## src/rtl/axis_switch_simple_1x2.sv

```systemverilog
// One-input, two-output AXI-Stream packet router with per-output enables.
// Disabled-target packets are swallowed and counted in a saturating drop counter.
module axis_switch_simple_1x2 #(
  parameter int DATAW = 24,
  parameter int DROPW = 16
) (
  input  logic               aclk,
  input  logic               areset,
  input  logic               m0_en,
  input  logic               m1_en,
  input  logic [DATAW-1:0]   s_axis_tdata,
  input  logic               s_axis_tvalid,
  output logic               s_axis_tready,
  input  logic               s_axis_tuser,
  input  logic               s_axis_tlast,
  input  logic [DATAW/8-1:0] s_axis_tstrb,
  input  logic [DATAW/8-1:0] s_axis_tkeep,
  input  logic               s_axis_tid,
  input  logic               s_axis_tdest,
  output logic [DATAW-1:0]   m0_axis_tdata,
  output logic               m0_axis_tvalid,
  input  logic               m0_axis_tready,
  output logic               m0_axis_tuser,
  output logic               m0_axis_tlast,
  output logic [DATAW/8-1:0] m0_axis_tstrb,
  output logic [DATAW/8-1:0] m0_axis_tkeep,
  output logic               m0_axis_tid,
  output logic               m0_axis_tdest,
  output logic [DATAW-1:0]   m1_axis_tdata,
  output logic               m1_axis_tvalid,
  input  logic               m1_axis_tready,
  output logic               m1_axis_tuser,
  output logic               m1_axis_tlast,
  output logic [DATAW/8-1:0] m1_axis_tstrb,
  output logic [DATAW/8-1:0] m1_axis_tkeep,
  output logic               m1_axis_tid,
  output logic               m1_axis_tdest,
  output logic [DROPW-1:0]   drop_cnt
);

  // state  | meaning
  // IDLE   | between packets; route chosen from the current beat's tdest
  // ROUTE0 | mid-packet, beats locked to m0
  // ROUTE1 | mid-packet, beats locked to m1
  // DROP   | mid-packet, beats consumed and discarded
  typedef enum logic [1:0] {IDLE, ROUTE0, ROUTE1, DROP} state_t;

  state_t state, state_nxt;
  logic   route_en;
  logic   dest_sel;
  logic   drop_sel;
  logic   s_hs;
  logic   load0;
  logic   load1;

  always_ff @(posedge aclk or posedge areset) begin
    if (areset) state <= IDLE;
    else        state <= state_nxt;
  end

  always_comb begin
    route_en = s_axis_tdest ? m1_en : m0_en;
    dest_sel = 1'b0;
    drop_sel = 1'b0;
    case (state)
      IDLE: begin
        dest_sel = s_axis_tdest;
        drop_sel = ~route_en;
      end
      ROUTE0: dest_sel = 1'b0;
      ROUTE1: dest_sel = 1'b1;
      DROP:   drop_sel = 1'b1;
      default: begin
        dest_sel = 1'b0;
        drop_sel = 1'b0;
      end
    endcase
  end

  // Ready only looks at the selected output so a stalled idle port never blocks.
  assign s_axis_tready = ~areset & (drop_sel |
                         (dest_sel ? (~m1_axis_tvalid | m1_axis_tready)
                                   : (~m0_axis_tvalid | m0_axis_tready)));
  assign s_hs  = s_axis_tvalid & s_axis_tready;
  assign load0 = s_hs & ~drop_sel & ~dest_sel;
  assign load1 = s_hs & ~drop_sel &  dest_sel;

  always_comb begin
    state_nxt = state;
    case (state)
      IDLE: begin
        if (s_hs && !s_axis_tlast) begin
          if (drop_sel)      state_nxt = DROP;
          else if (dest_sel) state_nxt = ROUTE1;
          else               state_nxt = ROUTE0;
        end
      end
      ROUTE0, ROUTE1, DROP: begin
        if (s_hs && s_axis_tlast) state_nxt = IDLE;
      end
      default: state_nxt = IDLE;
    endcase
  end

  always_ff @(posedge aclk or posedge areset) begin
    if (areset) begin
      m0_axis_tvalid <= 1'b0;
      m0_axis_tdata  <= '0;
      m0_axis_tuser  <= 1'b0;
      m0_axis_tlast  <= 1'b0;
      m0_axis_tstrb  <= '0;
      m0_axis_tkeep  <= '0;
      m0_axis_tid    <= 1'b0;
      m0_axis_tdest  <= 1'b0;
    end else if (load0) begin
      m0_axis_tvalid <= 1'b1;
      m0_axis_tdata  <= s_axis_tdata;
      m0_axis_tuser  <= s_axis_tuser;
      m0_axis_tlast  <= s_axis_tlast;
      m0_axis_tstrb  <= s_axis_tstrb;
      m0_axis_tkeep  <= s_axis_tkeep;
      m0_axis_tid    <= s_axis_tid;
      m0_axis_tdest  <= s_axis_tdest;
    end else if (m0_axis_tready) begin
      m0_axis_tvalid <= 1'b0;
    end
  end

  always_ff @(posedge aclk or posedge areset) begin
    if (areset) begin
      m1_axis_tvalid <= 1'b0;
      m1_axis_tdata  <= '0;
      m1_axis_tuser  <= 1'b0;
      m1_axis_tlast  <= 1'b0;
      m1_axis_tstrb  <= '0;
      m1_axis_tkeep  <= '0;
      m1_axis_tid    <= 1'b0;
      m1_axis_tdest  <= 1'b0;
    end else if (load1) begin
      m1_axis_tvalid <= 1'b1;
      m1_axis_tdata  <= s_axis_tdata;
      m1_axis_tuser  <= s_axis_tuser;
      m1_axis_tlast  <= s_axis_tlast;
      m1_axis_tstrb  <= s_axis_tstrb;
      m1_axis_tkeep  <= s_axis_tkeep;
      m1_axis_tid    <= s_axis_tid;
      m1_axis_tdest  <= s_axis_tdest;
    end else if (m1_axis_tready) begin
      m1_axis_tvalid <= 1'b0;
    end
  end

  // A dropped packet counts once, on its tlast beat, including single-beat drops from IDLE.
  always_ff @(posedge aclk or posedge areset) begin
    if (areset) begin
      drop_cnt <= '0;
    end else if (s_hs && drop_sel && s_axis_tlast && (drop_cnt != {DROPW{1'b1}})) begin
      drop_cnt <= drop_cnt + DROPW'(1);
    end
  end

endmodule

```

## config.mk

```make
export PLATFORM = sky130hd
export DESIGN_NAME = axis_switch_simple_1x2
export DESIGN_NICKNAME = d
export VERILOG_FILES = /design/src/rtl/axis_switch_simple_1x2.sv
export SDC_FILE = /design/constraint.sdc
export NUM_CORES = 1
export LEC_CHECK = 0
export CELL_PAD_IN_SITES_DETAIL_PLACEMENT = 1
export CELL_PAD_IN_SITES_GLOBAL_PLACEMENT = 1
export CORE_ASPECT_RATIO = 0.8
export CORE_MARGIN = 10
export CORE_UTILIZATION = 39
export DETAILED_ROUTE_END_ITERATION = 12
export PLACE_DENSITY_LB_ADDON = 0.1
export SLEW_MARGIN = 20
export SYNTH_ARGS = -nofsm -noshare
export SYNTH_HDL_FRONTEND = slang
export SYNTH_SLANG_ARGS = --single-unit
```

## constraint.sdc

```tcl
create_clock -name aclk -period 5.15 [get_ports aclk]
set_input_delay 0.515 -clock aclk [delete_from_list [all_inputs] [get_ports aclk]]
set_output_delay 0.515 -clock aclk [all_outputs]
set_load 0.05 [all_outputs]
```

==> impl_metrics.ini <==
[flow_run]
drv_cap = 0

[critical_path]
reg2reg_depth = 7
path_cells = clkdlybuf4s50_1 > mux2i_1 > a31oi_4 > a21oi_1 > clkdlybuf4s50_1
end_kind = output pin
critical_path_required_ps = 4640
crit_top_cell = clkdlybuf4s50_1
worstPathMaxFanout = 10
arrival_ps = 2570
rr_startpoint = state[1]
crit_type = primary input to output pin
crit_slowest_cell = clkdlybuf4s50_1
crit_path_max_incr_delay_ps = 840
path_delay_family = buffers and inverters
timing.rr.end = m1_axis_tdata[16]
crit_path_start_kind = primary input
rrSetupSlack_ps = 2600
cp_num_buf_inv = 2

[sta]
finalCritPeriodShare_pct = 59.92
period_minus_slack_ps = 3086
drv_slew = 0
rsz0062_at_grt = no
finalHoldViolations = 0
setup_viol = 0
fin_ws_ps = 2064
skew_ps = 4.557
tightest_slew_ps = 964.6
slew_headroom_pct = 34.03
fin_setup_tns_ps = 0
fmax_mhz = 324.0

[power_and_ir_drop]
ir_drop_mv = 0.3501
pwr-share-comb_pct = 55.8
p_sw_mw = 1.893
power_mw = 4.204
p_per_area_nw_per_um2 = 770.0
power_frac_clock_pct = 16.2
p_sw_share_pct = 45.02
p_int_mw = 2.311
seqPwrFrac_pct = 28.0
leakage_nw = 2.404

[synthesis]
yosys.cell_types.count = 33
yosys-top-cells-area = dfrtp_1, mux2_2, mux2_4, ha_1, xnor2_1
synth_top_area_share_pct = 58.84
netlist_instances = 251
ys_seq_area_share_pct = 58.84
yosysWarnings = 0
yosys.area.top_type = dfrtp_1
syn_area_um2 = 3742
avgSynthCellArea_um2 = 14.91
ys_ff_latch = 88
synth_nets = 297

[finish]
final_cell_mix = clkdlybuf4s50_1, dfrtp_1, mux2_2
area_growth_pct = 45.90
final_cells = 504
antenna_cells = 0
drive_gt1_share_pct = 23.65
fin_area_um2 = 5460
fin_nets = 430
final_common_cell = clkdlybuf4s50_1

[die]
die_h_um = 107.6
io_pins = 128
fp.coreArea_um2 = 9193
dieArea_um2 = 13940
fp-row-count = 31
dieWidth_um = 129.5
initial_core_util_pct = 40.71

[clock_network]
htree_num_levels = 3
post-cts-setup-buffer-count = 0
clkTransAtPathRegs_ps = 60
cts_hold_buf = 0
ctsResizeCount = 0
clk_latency_ps = 340
cts_tree = done
numCtsBuffers = 9
clock-sinks = 88
cts-root-buf = clkbuf_16
cts.path.max_buffers = 2

[placed_design]
place_inst = 487
portBuffers = 127
pre_cts_ws_ps = 1884
placed_cell_area_um2 = 5115
dp_hpwl_mm = 7.360
routabilityCongestion = 0.8018

[global_route]
grt_max_degree = 46
grt_usage_pct = 14.73
grt_pass1_wl_mm = 15.77
antenna_found_initial = 0
grt_pass1_vias = 2902
overflow = 0

[min_path]
worstHoldStart = m0_axis_tkeep[0]
hold_path_depth = 1
min_path_type = flop to flop
holdPathEnd = m0_axis_tkeep[0]

[routing]
drt_iter0_markers = 89
wl_mm = 10.02
routedWlPerCell_um = 19.88
via_count = 2523
drt-vias-per-instance = 5.006
dr.pass1.iters = 4
drc_errors = 0
ant_nets = 0

[run_status]
status = finished, final reports clean
-- metal layers --
layer	track usage (%)	wire (µm)	vias to the layer above
li1	-	-	1165
met1	16.20	4137	1259
met3	8.173	1082	14
met2	23.71	4625	85
met4	5.048	173	0
met5	0	0	-
-- cells in the mapped netlist (all sizes together) --
library cell,instances
a2111oi,1
a211oi,2
a21oi,2
a221o,2
a31oi,1
and3,4
and3b,1
and4,1
buf,7
dfrtp,88
ha,5
inv,5
mux2,70
mux2i,2
nand2,11
nand2b,2
nand3,7
nand3b,1
nand4,5
nor2,2
nor2b,3
nor3,4
nor4,4
o211ai,1
o21a,1
o21ai,3
or2,1
or3,2
xnor2,7
xor2,6
-- per-stage QoR --
step / util [%] / hold slack [ps]
after global routing: 59.40 / 518.7
after detailed placement: 55.64 / 493.1
after CTS: 59.06 / 510.4
after floorplan: - / 520.2
final: 59.40 / 504.8
after global placement: 55.64 / 487.7
-- power groups by stage --
stage / clock network (mW) / registers [mW] / logic (mW)
after floorplan: 0 / 2.18 / 0.557
after global placement: 0 / 1.16 / 2.32
after detailed placement: 0 / 1.18 / 2.36
after CTS: 0.707 / 1.18 / 2.37
after global routing: 0.736 / 1.22 / 2.45
final: 0.682 / 1.18 / 2.34
-- kinds of logic after synthesis --
kind of cell               synth area share [%]
muxes                                     24.51
AOI/OAI and AO/OA                         2.808
DFF                                       58.84
xor gates and xnor gates                  3.042
adders and majority gates                 1.672
and+or+nand+nor                           7.021
buffers and inverters                     2.106
-- worst max path at each step --
| stage | slack [ps] | end | cells after the start | from |
|---|---|---|---|---|
| after floorplan | 2360 | drop_cnt[0] | 1 | areset |
| after global placement | 1950 | m1_axis_tdata[15] | 6 | s_axis_tdest |
| after detailed placement | 1880 | m1_axis_tdata[0] | 6 | s_axis_tdest |
| after CTS | 2080 | s_axis_tready | 5 | s_axis_tdest |
| after global routing | 1950 | s_axis_tready | 6 | state[0] |
| final | 2060 | s_axis_tready | 5 | s_axis_tdest |
-- cell type report --
class	count	area, µm²
Clock inverter	5	81.33
Sequential cell	88	2202
Tap cell	115	143.9
Multi-Input combinational cell	151	1474
Fill cell	929	3732
Clock buffer	11	232.7
Inverter	5	20.02
Timing Repair Buffer	129	1306
-- flip-flops by register name, indices dropped and copies added, names as in the netlist, 2 cells and up --
register and count:
m1_axis_tkeep 3, m0_axis_tdata 24, m1_axis_tstrb 3, drop_cnt 16, m0_axis_tstrb 3, state 2, m1_axis_tdata 24, m0_axis_tkeep 3
Power figures use the tool's default switching activity.
